--- src/rtl/ahb_pkg.sv ---
`default_nettype none
// ============================================================================
// Module      : ahb_pkg
// Description : Shared AHB encodings and FSM state type for the slave
//               interface and its split tracker.
//               Contents:
//                 HTRANS_* - transfer type encodings
//                 HRESP_*  - response encodings
//                 ahb_state_t - slave FSM states
//                 clog2_min1 - ceil(log2(n)), never below 1
// Revision    : 1.0 - initial release
// ============================================================================
package ahb_pkg;

  localparam logic [1:0] HTRANS_IDLE   = 2'b00;
  localparam logic [1:0] HTRANS_BUSY   = 2'b01;
  localparam logic [1:0] HTRANS_NONSEQ = 2'b10;
  localparam logic [1:0] HTRANS_SEQ    = 2'b11;

  localparam logic [1:0] HRESP_OKAY  = 2'b00;
  localparam logic [1:0] HRESP_ERROR = 2'b01;
  localparam logic [1:0] HRESP_RETRY = 2'b10;  // reserved, never driven
  localparam logic [1:0] HRESP_SPLIT = 2'b11;

  typedef enum logic [1:0] {
    ST_IDLE = 2'b00,
    ST_DATA = 2'b01,
    ST_ERR2 = 2'b10,
    ST_SPL2 = 2'b11
  } ahb_state_t;

  // Master IDs need at least one bit even with a single master.
  function automatic int clog2_min1(input int n);
    return (n > 1) ? $clog2(n) : 1;
  endfunction

endpackage : ahb_pkg
`default_nettype wire

--- src/rtl/ahb_slave_if_pipe_split_tracker.sv ---
`default_nettype none
// ============================================================================
// Module      : ahb_split_tracker
// Description : Holds the per-master pending SPLIT mask and produces the
//               one-cycle hsplit release pulse.
//               Ports:
//                 hclk, hresetn - clock, async active-low reset
//                 set_en        - record a split for set_id this cycle
//                 set_id        - master ID that was split
//                 resume        - back-end ready; release all pending masters
//                 hsplit        - registered release pulse, one bit per master
// Revision    : 1.0 - initial release
// ============================================================================
module ahb_split_tracker
  import ahb_pkg::*;
#(
  parameter  int NUM_MASTERS = 4,
  localparam int MASTER_W    = clog2_min1(NUM_MASTERS)
) (
  input  logic                   hclk,
  input  logic                   hresetn,
  input  logic                   set_en,
  input  logic [MASTER_W-1:0]    set_id,
  input  logic                   resume,
  output logic [NUM_MASTERS-1:0] hsplit
);

  logic [NUM_MASTERS-1:0] pending;
  logic [NUM_MASTERS-1:0] set_mask;

  for (genvar i = 0; i < NUM_MASTERS; i++) begin : g_set_dec
    assign set_mask[i] = set_en && (set_id == MASTER_W'(i));
  end

  // A split recorded in the same cycle as resume was not yet pending when
  // the back-end decided to resume, so it survives the release.
  always_ff @(posedge hclk or negedge hresetn) begin
    if (!hresetn) begin
      pending <= '0;
      hsplit  <= '0;
    end else if (resume) begin
      hsplit  <= pending;
      pending <= set_mask;
    end else begin
      hsplit  <= '0;
      pending <= pending | set_mask;
    end
  end

endmodule : ahb_split_tracker
`default_nettype wire

--- src/rtl/ahb_slave_if_pipe.sv ---
`default_nettype none
// ============================================================================
// Module      : ahb_slave_if_pipe
// Description : Pipelined AHB slave interface. Captures the address phase,
//               runs a req/ack handshake with a generic back-end during the
//               data phase (wait states until ack), generates the two-cycle
//               ERROR and SPLIT responses and tracks split masters.
//               Optional macro AHB_SLV_TIMEOUT_EN adds a back-end watchdog
//               that forces ERROR after TIMEOUT_CYCLES unacked DATA cycles.
//               Ports:
//                 hclk, hresetn          - clock, async active-low reset
//                 hsel, haddr, hwrite,
//                 htrans, hwdata,
//                 hready_in, hmaster     - AHB fabric inputs
//                 hrdata, hready, hresp,
//                 hsplit                 - AHB slave outputs
//                 be_req, be_write,
//                 be_addr, be_wdata      - back-end request side
//                 be_ack, be_rdata,
//                 be_error, be_split,
//                 be_resume              - back-end response side
// Revision    : 1.0 - initial release
// ============================================================================
module ahb_slave_if_pipe
  import ahb_pkg::*;
#(
  parameter  int ADDR_W         = 32,
  parameter  int DATA_W         = 32,
  parameter  int NUM_MASTERS    = 4,
  parameter  int TIMEOUT_CYCLES = 256,
  localparam int MASTER_W       = clog2_min1(NUM_MASTERS)
) (
  input  logic                   hclk,
  input  logic                   hresetn,
  input  logic                   hsel,
  input  logic [ADDR_W-1:0]      haddr,
  input  logic                   hwrite,
  input  logic [1:0]             htrans,
  input  logic [DATA_W-1:0]      hwdata,
  input  logic                   hready_in,
  input  logic [MASTER_W-1:0]    hmaster,
  output logic [DATA_W-1:0]      hrdata,
  output logic                   hready,
  output logic [1:0]             hresp,
  output logic [NUM_MASTERS-1:0] hsplit,
  output logic                   be_req,
  output logic                   be_write,
  output logic [ADDR_W-1:0]      be_addr,
  output logic [DATA_W-1:0]      be_wdata,
  input  logic                   be_ack,
  input  logic [DATA_W-1:0]      be_rdata,
  input  logic                   be_error,
  input  logic                   be_split,
  input  logic                   be_resume
);

  ahb_state_t          state;
  ahb_state_t          next_state;
  logic [MASTER_W-1:0] master_q;
  logic                accept;
  logic                capture;
  logic                split_set;
  logic                timeout;

  assign accept = hsel && hready_in &&
                  ((htrans == HTRANS_NONSEQ) || (htrans == HTRANS_SEQ));

  // Only take a new address phase when this slave is also ending the
  // previous data phase, so a stray hready_in cannot corrupt a stalled
  // transfer's latched address.
  assign capture = accept && hready;

  assign be_wdata = hwdata;

`ifdef AHB_SLV_TIMEOUT_EN
  localparam int TO_W = $clog2(TIMEOUT_CYCLES + 1);

  logic [TO_W-1:0] wait_cnt;

  always_ff @(posedge hclk or negedge hresetn) begin
    if (!hresetn) begin
      wait_cnt <= '0;
    end else if ((state == ST_DATA) && !be_ack && !timeout) begin
      wait_cnt <= wait_cnt + TO_W'(1);
    end else begin
      wait_cnt <= '0;
    end
  end

  assign timeout = (state == ST_DATA) && (wait_cnt == TO_W'(TIMEOUT_CYCLES));
`else
  assign timeout = 1'b0;

  // TIMEOUT_CYCLES stays in the parameter list so both builds share one
  // instantiation interface; nothing depends on it here.
  if (TIMEOUT_CYCLES < 1) begin : g_timeout_unused
  end
`endif

  always_ff @(posedge hclk or negedge hresetn) begin
    if (!hresetn) begin
      state <= ST_IDLE;
    end else begin
      state <= next_state;
    end
  end

  always_ff @(posedge hclk or negedge hresetn) begin
    if (!hresetn) begin
      be_addr  <= '0;
      be_write <= 1'b0;
      master_q <= '0;
    end else if (capture) begin
      be_addr  <= haddr;
      be_write <= hwrite;
      master_q <= hmaster;
    end
  end

  always_comb begin
    next_state = state;
    hready     = 1'b1;
    hresp      = HRESP_OKAY;
    hrdata     = '0;
    be_req     = 1'b0;
    split_set  = 1'b0;

    case (state)
      ST_IDLE: begin
        if (accept) next_state = ST_DATA;
      end

      ST_DATA: begin
        if (timeout) begin
          // Watchdog expiry: behave as a back-end error, drop the request
          // and ignore any late ack.
          hready     = 1'b0;
          hresp      = HRESP_ERROR;
          next_state = ST_ERR2;
        end else begin
          be_req = 1'b1;
          hready = 1'b0;
          if (be_ack) begin
            if (be_error) begin
              hresp      = HRESP_ERROR;
              next_state = ST_ERR2;
            end else if (be_split) begin
              hresp      = HRESP_SPLIT;
              split_set  = 1'b1;
              next_state = ST_SPL2;
            end else begin
              hready     = 1'b1;
              if (!be_write) hrdata = be_rdata;
              next_state = accept ? ST_DATA : ST_IDLE;
            end
          end
        end
      end

      ST_ERR2: begin
        hresp      = HRESP_ERROR;
        next_state = accept ? ST_DATA : ST_IDLE;
      end

      ST_SPL2: begin
        hresp      = HRESP_SPLIT;
        next_state = accept ? ST_DATA : ST_IDLE;
      end

      default: begin
        next_state = ST_IDLE;
      end
    endcase
  end

  ahb_split_tracker #(
    .NUM_MASTERS (NUM_MASTERS)
  ) u_split_tracker (
    .hclk    (hclk),
    .hresetn (hresetn),
    .set_en  (split_set),
    .set_id  (master_q),
    .resume  (be_resume),
    .hsplit  (hsplit)
  );

endmodule : ahb_slave_if_pipe
`default_nettype wire

--- config.mk ---
export PLATFORM = sky130hd
export DESIGN_NAME = ahb_slave_if_pipe
export DESIGN_NICKNAME = d
export VERILOG_FILES = /design/src/rtl/ahb_pkg.sv /design/src/rtl/ahb_slave_if_pipe_split_tracker.sv /design/src/rtl/ahb_slave_if_pipe.sv
export SDC_FILE = /design/constraint.sdc
export NUM_CORES = 1
export LEC_CHECK = 0
export ABC_CLOCK_PERIOD_IN_PS = 6100
export CAP_MARGIN = 40
export CORE_MARGIN = 5
export CORE_UTILIZATION = 33
export CTS_CLUSTER_SIZE = 8
export DETAILED_ROUTE_END_ITERATION = 10
export PLACE_DENSITY = 0.86
export REMOVE_ABC_BUFFERS = 1
export SYNTH_ARGS = -nofsm -noshare
export SYNTH_HDL_FRONTEND = slang
export SYNTH_SLANG_ARGS = --single-unit
--- constraint.sdc ---
create_clock -name hclk -period 6.1 [get_ports hclk]
set_clock_uncertainty 0.1 [all_clocks]
set_input_delay 1.83 -clock hclk [delete_from_list [all_inputs] [get_ports hclk]]
set_output_delay 1.83 -clock hclk [all_outputs]
set_load 0.02 [all_outputs]
# Word level (Yosys, flattened, before mapping)
# Cells that the tools add are included.
[word_totals]
wordCells = 55
register_bits = 45
input_bits = 109
out_inout_bits = 105
[op_classes]
mux = 26
eq_ne = 10
bitwise_logic = 1
reduce_logical = 12
[op_table]
columns = ["op", "count"]
rows = [
  ["32-bit 2-to-1 mux", 5],
  ["2-bit 2-to-1 mux", 7],
  ["2-bit equality test (second input constant)", 6],
  ["2-bit case mux with 3 select lines", 2],
  ["1-bit 2-to-1 mux", 10],
  ["4-bit 2-to-1 mux", 2],
  ["1-bit logical AND", 7],
  ["2-bit by 1-bit equality test with 1-bit output (second input constant)", 2],
  ["2-bit zero test", 2],
  ["2-bit != test (second input constant)", 2],
  ["4-bit bitwise OR", 1],
  ["2-bit AND reduction", 1],
  ["2-bit OR reduction", 1],
  ["1-bit logical OR", 1],
]

# Logic depth before layout (Yosys ltp)
# Gate-level depths: netlist of run 1.
[logic_depth]
ltp_word = 8
depth_mapped = 5
mapped_depth_nobuf = 3

# By module
# Synthesis of run 1 repeated with hierarchy kept, for this count alone.
[hier_totals]
hier_cells = 185
hier_area_um2 = 2239.6
[modules_own_cells]
columns = ["module", "seq_area_each_um2", "area_each_um2", "cells_each", "n_inst"]
rows = [
  ["ahb_slave_if_pipe", 925.9, 1946.9, 161, 1],
  ["ahb_split_tracker", 200.2, 292.8, 24, 1],
]

# Worst setup path after synthesis of run 1
# No wires, ideal clock.
[synth_path]
kind = "input to output"
from = "in be_split"
to = "out hrdata[10]"
cell_stages = 3
path_slack_ns = 1.397
required_ns = 4.170
arrival_time_ns = 2.773
n_path_buf = 1
path_cell_list = "nor4_1 -> clkbuf_1 -> and2_1"
[synth_via]
elab_chain_len = 4
[synth_lines]
columns = ["item", "line_no", "rtl"]
rows = [
  ["start, declared", "ahb_slave_if_pipe.sv:53", "input logic be_split,"],
  ["32-bit 2-to-1 mux", "ahb_slave_if_pipe.sv:147", "end else if (be_split) begin"],
  ["32-bit 2-to-1 mux", "ahb_slave_if_pipe.sv:144", "if (be_error) begin"],
  ["32-bit 2-to-1 mux", "ahb_slave_if_pipe.sv:143", "if (be_ack) begin"],
  ["32-bit 2-to-1 mux", "ahb_slave_if_pipe.sv:128", "case (state)"],
  ["end, declared", "ahb_slave_if_pipe.sv:42", "output logic [DATA_W-1:0] hrdata,"],
]
# No other way between the ends.

# Final worst setup path of run 1
[layout_path]
from = "in be_error"
to = "out hrdata[21]"
[layout_via]
elab_chain_len = 3
[layout_lines]
columns = ["item", "line_no", "rtl"]
rows = [
  ["start, declared", "ahb_slave_if_pipe.sv:52", "input logic be_error,"],
  ["32-bit 2-to-1 mux", "ahb_slave_if_pipe.sv:144", ""],
  ["32-bit 2-to-1 mux", "ahb_slave_if_pipe.sv:143", ""],
  ["32-bit 2-to-1 mux", "ahb_slave_if_pipe.sv:128", ""],
]
# No other way between the ends.

==> results of run 1 <==
==> area by class of cell <==
type	count	area (um2)	share of cell area, %
Sequential cell	45	1126	29.68
Clock inverter	1	30.03	0.7916
Multi-Input combinational cell	94	893.4	23.55
Timing Repair Buffer	152	1519	40.04
Inverter	5	18.77	0.4947
Clock buffer	7	86.33	2.276
Tap cell	96	120.1	3.166
==> cells by family (layout without fill, tap and decap cells) <==
logic type,after synthesis,count (layout)
flops,45,45
mux,35,35
compound gates,9,9
buf+inv,44,165
simple gates,50,50
==> worst max-delay path by stage <==
stage / start / to / slack [ns] / depth (start not counted)
global route: be_ack / hrdata[10] / 0.36 / 6
global placement: be_split / hrdata[30] / 0.47 / 5
CTS: be_error / hrdata[29] / 0.48 / 5
detailed placement: be_error / hrdata[29] / 0.50 / 5
floorplan: be_split / hrdata[0] / 0.39 / 2
finish: be_error / hrdata[21] / 0.51 / 5
==> state kept, by name (all words and copies together) (netlist names) <==
signal                   flops
be_write                     1
state                        2
u_split_tracker.pending      4
master_q                     2
be_addr                     32
u_split_tracker.hsplit       4
==> stage by stage <==
step	setup WS, ns	utilization [%]
2_1_floorplan	0.3873	-
3_3_place_gp	0.4747	53.53
3_5_place_dp	0.4976	53.83
4_1_cts	0.4814	55.53
5_1_grt	0.3642	55.53
6_report	0.5056	55.53
==> per-layer routing <==
metal | global-route usage, % | vias to the layer above | share of wire (%)
met5 | 3.846 | - | 0.51
met4 | 3.610 | 2 | 1.2
met3 | 13.78 | 10 | 19
met2 | 24.60 | 155 | 41
met1 | 18.90 | 823 | 38
li1 | - | 805 | -
==> cell usage after synthesis <==
cell / number
dfrtp_1: 45
and2_1: 36
o32ai_1: 2
nand4_1: 1
o21bai_1: 1
buf_8: 3
or3b_4: 1
nor4_1: 1
inv_1: 5
mux2_4: 30
or2b_1: 1
nor2b_1: 3
nand3b_1: 1
nor2_1: 2
o22ai_1: 2
a31oi_1: 1
mux2_2: 5
nand2_1: 2
nand3_1: 2
a21oi_4: 1
a21oi_1: 1
clkbuf_1: 4
a21boi_0: 1
buf_4: 32
==> placed cells by master, fill, tap and decap left out <==
cell,netlist,layout
o22ai_1,2,2
clkbuf_1,4,1
nor4_2,0,1
bufinv_16,0,1
a31oi_1,1,1
or2b_1,1,1
mux2_2,5,5
clkbuf_8,0,6
nor2b_1,3,3
and2_1,36,36
o21bai_1,1,1
or3b_4,1,1
nand3b_1,1,1
a21oi_1,1,1
mux2_4,30,30
buf_2,0,1
nand4_1,1,1
a21boi_0,1,1
nor2_1,2,2
o32ai_1,2,2
clkdlybuf4s50_1,0,147
inv_1,5,5
nand2_1,2,2
dfrtp_1,45,45
buf_12,0,1
nand3_1,2,2
a21oi_4,1,1
buf_4,32,3
==> worst max-delay path: stages <==
cell and delay, ns:
clkdlybuf4s50_1 0.50, nor4_2 0.28, buf_4 0.28, and2_1 0.16
clkdlybuf4s50_1 0.62
==> power breakdown <==
group | switching, mW | internal, mW
Sequential | 0.0397 | 0.362
Combinational | 0.155 | 0.232
Clock | 0.0970 | 0.134
==> results_dict.tcl, run 1 <==
set metrics [dict create \
    place.detailed.instances 392 \
    grtUsageTotal_pct 16.91 \
    hold_viol_final 0 \
    leakage_power_figure_nw 1.580 \
    yosys-top-cells-area "dfrtp_1, mux2_4, buf_4" \
    critPathRequiredTime_ns 4.17 \
    setup-violations-final 0 \
    first_iter_violations 28 \
    drt-total-wl_um 7265 \
    ff2ff_setup_slack_ns 3.80 \
    final_min_period_over_clock_period_pct 91.71 \
    outcome "finished clean" \
    hold-worst-slack_ns 0.3994 \
    worst_hold_start "u_split_tracker.pending[2]" \
    hold-path-endpoint "u_split_tracker.hsplit[2]" \
    ir_worst_vdd_mv 0.1264 \
    placed_cell_area_um2 3677 \
    port_buffers 148 \
    postCtsSetupRepairBufs 0 \
    antenna_cells_inserted 0 \
    final_cell_count_no_fill 400 \
    clock_latency_on_the_worst_skew_pair_ns 0.29 \
    cts_resized 0 \
    max_cap_viol_count 0 \
    fmax_mhz 178.8 \
    ctsHoldBuffers 0 \
    synth.yosys.warnings 0 \
    period_needed_ns 5.594 \
    postSynthCellCount 183 \
    drcViolationCount 0 \
    num_rows 30 \
    yosys.area_share.simple_pct 13.20 \
    cts_inserted_buffers 5 \
    holdCritPathClass "flip-flop to flip-flop" \
    synth_area_per_cell_um2 12.74 \
    num-nets-final 412 \
    drtAntennaViolNets 0 \
    synthDominantAreaCellType "dfrtp_1" \
    tritoncts_clock_tree "yes" \
    dpl.hpwl_um 5967 \
    worst-path-max-fanout 32 \
    critPathKind "input port to output pin" \
    starting_utilization_of_the_core_area_pct 34.14 \
    routed_wire_length_per_instance_um 18.16 \
    pwr_density_cell_nw_per_um2 268.7 \
    die_w_um 94.07 \
    compound_cell_area_share_of_the_yosys_netlist_pct 3.112 \
    r2r_cells 4 \
    grt_start_max_net_pins 33 \
    rsz0062_at_grt "false" \
    timing.max_slew.rel_slack_pct 55.35 \
    cts_max_path_buffers 2 \
    drt_first_pass_iters 4 \
    ys_seq_elements 45 \
    critPathArrivalTime_ns 3.66 \
    ctsRootBufferMaster "clkbuf_8" \
    yosysTopAreaCellShare_pct 48.28 \
    fin_setup_tns_ns 0 \
    regToRegEndpoint "be_addr[22]" \
    worst_setup_path_start_kind "input port" \
    num_vias 1795 \
    reg_clk_slew_reported_paths_ns 0.08 \
    vert_die_dim_um 94.07 \
    coreArea_um2 6832 \
    netlist-cell-type-count 24 \
    synth_top_family_by_area "multiplexers" \
    route.detailed.vias_per_inst 4.488 \
    post_synth_xor_area_fraction_pct 0 \
    area_growth_pct 62.66 \
    worstHoldPathCells 1 \
    cts.sinks 45 \
    worst_r2r_startpoint "state[0]" \
    slew_viol_final 0 \
    tightestPinTransition_ns 0.6682 \
    grt_pass1_vias 1986 \
    seq_area_frac_synth_pct 48.28 \
    layout-drive-gt1-share_pct 16.45 \
    h-tree-depth 2 \
    multiplexer_fraction_of_the_synthesized_cell_area_pct 21.73 \
    fillerInstances 598 \
    first_pass_grt_wire_length_um 11170 \
    grt_antenna_before_repair 0 \
    power_mw 1.019 \
    num_io_pins 214 \
    place.gp.congestion 0.7425 \
    endpoint_kind "output pin" \
    grt.overflow.total 0 \
    synthAdderAreaFrac_pct 0 \
    synthesis.area_um2 2332 \
    dieArea_um2 8848 \
    stdcell_area_um2 3794 \
]
Note: power is estimated with default switching activity, not from simulation.
==> inputs of run 2 (changes only) <==
--- a/config.mk
+++ b/config.mk
@@ -8,10 +8,11 @@
 export ABC_CLOCK_PERIOD_IN_PS = 6100
 export CAP_MARGIN = 40
 export CORE_MARGIN = 5
-export CORE_UTILIZATION = 33
+export CORE_UTILIZATION = 34
+export CTS_BUF_LIST = sky130_fd_sc_hd__clkbuf_4 sky130_fd_sc_hd__clkbuf_8
 export CTS_CLUSTER_SIZE = 8
 export DETAILED_ROUTE_END_ITERATION = 10
-export PLACE_DENSITY = 0.86
+export PLACE_DENSITY = 0.88
 export REMOVE_ABC_BUFFERS = 1
 export SYNTH_ARGS = -nofsm -noshare
 export SYNTH_HDL_FRONTEND = slang
==> results_dict.tcl, run 2 (synthesis results as in run 1) <==
set metrics [dict create \
    setup-violations-final 0 \
    holdCritPathClass "flip-flop to flip-flop" \
    final_core_utilization_pct 56.41 \
    rsz0062_at_grt "false" \
    fin_setup_tns_ns 0 \
    drtAntennaViolNets 0 \
    coreArea_um2 6719 \
    dpl.hpwl_um 5984 \
    first_pass_grt_wire_length_um 10460 \
    regToRegEndpoint "master_q[0]" \
    postCtsSetupRepairBufs 0 \
    dieArea_um2 8616 \
    critPathRequiredTime_ns 4.17 \
    layout-drive-gt1-share_pct 16.78 \
    antenna_cells_inserted 0 \
    fmax_mhz 177.2 \
    tritoncts_clock_tree "yes" \
    slew_viol_final 0 \
    hold_viol_final 0 \
    placed_cell_area_um2 3670 \
    grtUsageTotal_pct 16.26 \
    largest_regs "be_addr x32, u_split_tracker.hsplit x4, u_split_tracker.pending x4" \
    die_w_um 92.82 \
    route.detailed.vias_per_inst 4.656 \
    max_cap_viol_count 0 \
    outcome "finished clean" \
    drcViolationCount 0 \
    routed_wire_length_per_instance_um 18.76 \
    largest_register_ffs 32 \
    port_buffers 148 \
    worst_setup_path_start_kind "input port" \
    drt-total-wl_um 7203 \
    vert_die_dim_um 92.82 \
    most-common-layout-cells "clkdlybuf4s50_1, dfrtp_1, and2_1" \
    hold-path-endpoint "u_split_tracker.hsplit[3]" \
    place.gp.congestion 0.7019 \
    cts_inserted_buffers 5 \
    worstHoldPathCells 1 \
    cts_max_path_buffers 2 \
    critPathArrivalTime_ns 3.71 \
    endpoint_kind "output pin" \
    fillerInstances 543 \
    num_vias 1788 \
    seq_area_um2 1126 \
    worst_hold_start "u_split_tracker.pending[3]" \
    largest_register "be_addr" \
    h-tree-depth 2 \
    stdcell_area_um2 3790 \
    grt_start_max_net_pins 33 \
    num-nets-final 412 \
    leakage_power_figure_nw 1.582 \
    first_iter_violations 33 \
    grt_antenna_before_repair 0 \
    final_min_period_over_clock_period_pct 92.49 \
    ir_worst_vdd_mv 0.09579 \
    area_growth_pct 62.50 \
    worst_r2r_startpoint "state[0]" \
    cts.sinks 45 \
    pwr_density_cell_nw_per_um2 269.1 \
    area_of_combinational_cells_with_multiple_inputs_um2 893.4 \
    clock_latency_on_the_worst_skew_pair_ns 0.29 \
    reg_clk_slew_reported_paths_ns 0.08 \
    tightestPinTransition_ns 0.8377 \
    layout.cells.most_common "clkdlybuf4s50_1" \
    critPathKind "input port to output pin" \
    r2r_cells 4 \
    starting_utilization_of_the_core_area_pct 34.71 \
    worst-path-max-fanout 32 \
    drt_first_pass_iters 2 \
    cts_resized 0 \
    ctsRootBufferMaster "clkbuf_8" \
    grt_pass1_vias 1947 \
    ff2ff_setup_slack_ns 3.91 \
    grt.overflow.total 0 \
    timing.max_slew.rel_slack_pct 44.03 \
    period_needed_ns 5.642 \
    num_rows 30 \
    ctsHoldBuffers 0 \
    num_io_pins 214 \
]
==> run 2: cell types whose count changed in the layout (fill, tap and decap cells not counted), sizes merged <==
cell      change
clkinvlp      +1
clkbuf        -1
==> run 2: area by class of cell <==
class	instances	area share, %
well taps	80	2.641
flip-flops and latches	45	29.71
inverters	5	0.4952
clock inverters	2	0.9904
clock buffers	6	2.179
repair buffers	152	40.41
multi-input cells	94	23.57
==> run 2: per-stage QoR <==
stage	hold slack [ns]	power, mW	setup WS [ns]	cells
2_1_floorplan	0.3536	0.5858	0.3873	144
3_3_place_gp	0.3640	0.7862	0.4876	375
3_5_place_dp	0.3730	0.7971	0.4738	376
4_1_cts	0.3925	1.036	0.4446	384
5_1_grt	0.4136	1.070	0.3367	384
6_report	0.3883	1.020	0.4581	384
==> run 2: routing by layer <==
layer	GRT usage [%]	up-vias	part of all wire (%)
met4	5.495	2	1.7
met1	18.40	810	40
met3	11.78	14	17
met5	5.769	-	0.57
met2	23.34	153	41
li1	-	809	-
==> run 2: how the worst max path moves through the flow <==
| stage | startpoint | endpoint | slack, ns | cells past startpoint |
|---|---|---|---|---|
| finish | be_split | hrdata[27] | 0.46 | 5 |
| global route | be_error | hrdata[27] | 0.34 | 5 |
| CTS | be_split | hrdata[30] | 0.44 | 5 |
| detailed placement | be_error | hrdata[30] | 0.47 | 5 |
| global placement | be_split | hrdata[27] | 0.49 | 5 |
| floorplan | be_split | hrdata[0] | 0.39 | 2 |
==> run 2: where the power goes <==
part           leakage, nW  internal [mW]  switching (mW)
combinational        0.971          0.233           0.155
sequential           0.553          0.362          0.0377
clock               0.0574          0.133          0.0991
==> run 2: critical path, cell delays in order <==
cell,delay (ns)
clkdlybuf4s50_1,0.51
nor4_2,0.31
buf_4,0.27
and2_1,0.16
clkdlybuf4s50_1,0.62
==> inputs of run 3 (changes only) <==
--- a/config.mk
+++ b/config.mk
@@ -5,14 +5,14 @@
 export SDC_FILE = /design/constraint.sdc
 export NUM_CORES = 1
 export LEC_CHECK = 0
-export ABC_CLOCK_PERIOD_IN_PS = 6100
+export ABC_CLOCK_PERIOD_IN_PS = 5700
 export CAP_MARGIN = 40
 export CORE_MARGIN = 5
-export CORE_UTILIZATION = 34
+export CORE_UTILIZATION = 32
 export CTS_BUF_LIST = sky130_fd_sc_hd__clkbuf_4 sky130_fd_sc_hd__clkbuf_8
 export CTS_CLUSTER_SIZE = 8
 export DETAILED_ROUTE_END_ITERATION = 10
-export PLACE_DENSITY = 0.88
+export PLACE_DENSITY = 0.83
 export REMOVE_ABC_BUFFERS = 1
 export SYNTH_ARGS = -nofsm -noshare
 export SYNTH_HDL_FRONTEND = slang
==> constraint.sdc (replaced) <==
create_clock -name hclk -period 5.7 [get_ports hclk]
set_clock_uncertainty 0.1 [all_clocks]
set_input_delay 1.71 -clock hclk [delete_from_list [all_inputs] [get_ports hclk]]
set_output_delay 1.71 -clock hclk [all_outputs]
set_load 0.02 [all_outputs]
==> results_dict.tcl, run 3 (synthesis results as in run 1) <==
set metrics [dict create \
    most-common-layout-cells "clkdlybuf4s50_1, dfrtp_1, and2_1" \
    grt_antenna_before_repair 0 \
    first_pass_grt_wire_length_um 10180 \
    layout-drive-gt1-share_pct 16.78 \
    ctsHoldBuffers 0 \
    setup-violations-final 0 \
    placed_cell_area_um2 3689 \
    coreArea_um2 7176 \
    critPathKind "input port to output pin" \
    leakage_power_figure_nw 1.576 \
    ff2ff_setup_slack_ns 3.73 \
    tightestPinTransition_ns 0.6422 \
    cts_resized 0 \
    clock_latency_on_the_worst_skew_pair_ns 0.28 \
    final_min_period_over_clock_period_pct 93.94 \
    regToRegEndpoint "master_q[0]" \
    critPathMaxStageDelay_ns 0.62 \
    slew_viol_final 0 \
    num_vias 1812 \
    cts_inserted_buffers 5 \
    setup_slack_ns 0.3456 \
    area_growth_pct 62.29 \
    dieArea_um2 9095 \
    h-tree-depth 2 \
    worst-path-max-fanout 32 \
    rsz0062_at_grt "false" \
    critical_path_origin "be_split" \
    critPathRequiredTime_ns 3.89 \
    antenna_cells_inserted 0 \
    r2r_cells 4 \
    worst_setup_path_start_kind "input port" \
    period_needed_ns 5.354 \
    endpoint_kind "output pin" \
    pre_cts_slack_ns 0.3336 \
    use_met1_pct 16.66 \
    die_w_um 95.37 \
    drt-total-wl_um 6869 \
    place.gp.congestion 0.7399 \
    largest_register "be_addr" \
    stdcell_area_um2 3785 \
    crit_chain "clkdlybuf4s50_1 -> nor4_2 -> buf_4 -> and2_1 -> clkdlybuf4s50_1" \
    grt_start_max_net_pins 35 \
    grt.overflow.total 0 \
    gr-usage-met3_pct 11.05 \
    starting_utilization_of_the_core_area_pct 32.50 \
    dpl.hpwl_um 5602 \
    num_io_pins 214 \
    critPathArrivalTime_ns 3.54 \
    critical_path_end "hrdata[2]" \
    final_cell_count_no_fill 403 \
    fmax_mhz 186.8 \
    largest_register_ffs 32 \
    route.detailed.vias_per_inst 4.496 \
    grt.busiest_layer "met2" \
    critical_path.most_common_cell "clkdlybuf4s50_1" \
    pwr_density_cell_nw_per_um2 275.8 \
    timing.max_slew.rel_slack_pct 57.19 \
    num_rows 31 \
    grt_pass1_vias 2028 \
    ir_worst_vdd_mv 0.1001 \
    vert_die_dim_um 95.37 \
    layout.cells.most_common "clkdlybuf4s50_1" \
    holdCritPathClass "flip-flop to flip-flop" \
    largest_regs "be_addr x32, u_split_tracker.hsplit x4, u_split_tracker.pending x4" \
    worst_r2r_startpoint "state[0]" \
    grtUsageTotal_pct 15.01 \
    tritoncts_clock_tree "yes" \
    fin_setup_tns_ns 0 \
    hold_viol_final 0 \
    cts_max_path_buffers 2 \
    routed_wire_length_per_instance_um 17.04 \
    outcome "finished clean" \
    num-nets-final 412 \
    drtAntennaViolNets 0 \
    postCtsSetupRepairBufs 0 \
    reg_clk_slew_reported_paths_ns 0.08 \
    use_met2_pct 22.45 \
    ctsRootBufferMaster "clkbuf_8" \
    port_buffers 148 \
    cts.sinks 45 \
    place.detailed.instances 395 \
    cp_slowest_cell "clkdlybuf4s50_1" \
    first_iter_violations 46 \
    max_cap_viol_count 0 \
    drcViolationCount 0 \
    drt_first_pass_iters 4 \
]
[run 3: changes by cell type in the layout (fill, tap and decap cells not counted)]
cell / before / now
buf_16: 0 / 1
clkinv_4: 0 / 1
bufinv_16: 1 / 0
clkinvlp_4: 1 / 0
clkinv_2: 0 / 1
buf_12: 2 / 0
buf_4: 2 / 3
[run 3: layout make-up]
cell class / instances / area [um2]
Sequential cell: 45 / 1126
Clock inverter: 2 / 13.76
Multi-Input combinational cell: 94 / 893.4
Clock buffer: 6 / 82.58
Inverter: 5 / 18.77
Tap cell: 99 / 123.9
Fill cell: 611 / 3391
Timing Repair Buffer: 152 / 1526
[run 3: power breakdown]
part / internal (mW) / leakage (nW) / switching [mW]
clock: 0.0983 / 0.0512 / 0.104
sequential: 0.387 / 0.553 / 0.0393
combinational: 0.249 / 0.972 / 0.166
[run 3: worst min path at each step]
stage                                          start                        end  cells past startpoint
after floorplan           u_split_tracker.pending[2]  u_split_tracker.hsplit[2]                      1
after global placement    u_split_tracker.pending[1]  u_split_tracker.hsplit[1]                      1
after detailed placement  u_split_tracker.pending[3]  u_split_tracker.hsplit[3]                      1
after CTS                 u_split_tracker.pending[3]  u_split_tracker.hsplit[3]                      1
after global routing      u_split_tracker.pending[2]  u_split_tracker.hsplit[2]                      1
final                     u_split_tracker.pending[3]  u_split_tracker.hsplit[3]                      1
[run 3: critical path, delay by kind of cell]
kind / cells / cell delay (ns)
buffers and inverters: 3 / 1.37
and+or+nand+nor: 2 / 0.45
[run 3: per-stage QoR]
stage / utilization [%] / hold WS (ns) / total power, mW
floorplan: - / 0.3536 / 0.6269
global placement: 51.02 / 0.3700 / 0.8411
detailed placement: 51.40 / 0.3740 / 0.8513
CTS: 52.75 / 0.3972 / 1.061
global route: 52.75 / 0.4149 / 1.102
finish: 52.75 / 0.3884 / 1.044
[run 3: layer usage]
layer  share of wire (%)  up-vias
met5                0.48        -
met4                0.77        2
met3                  19        7
met2                  42      156
met1                  38      838
li1                    -      809
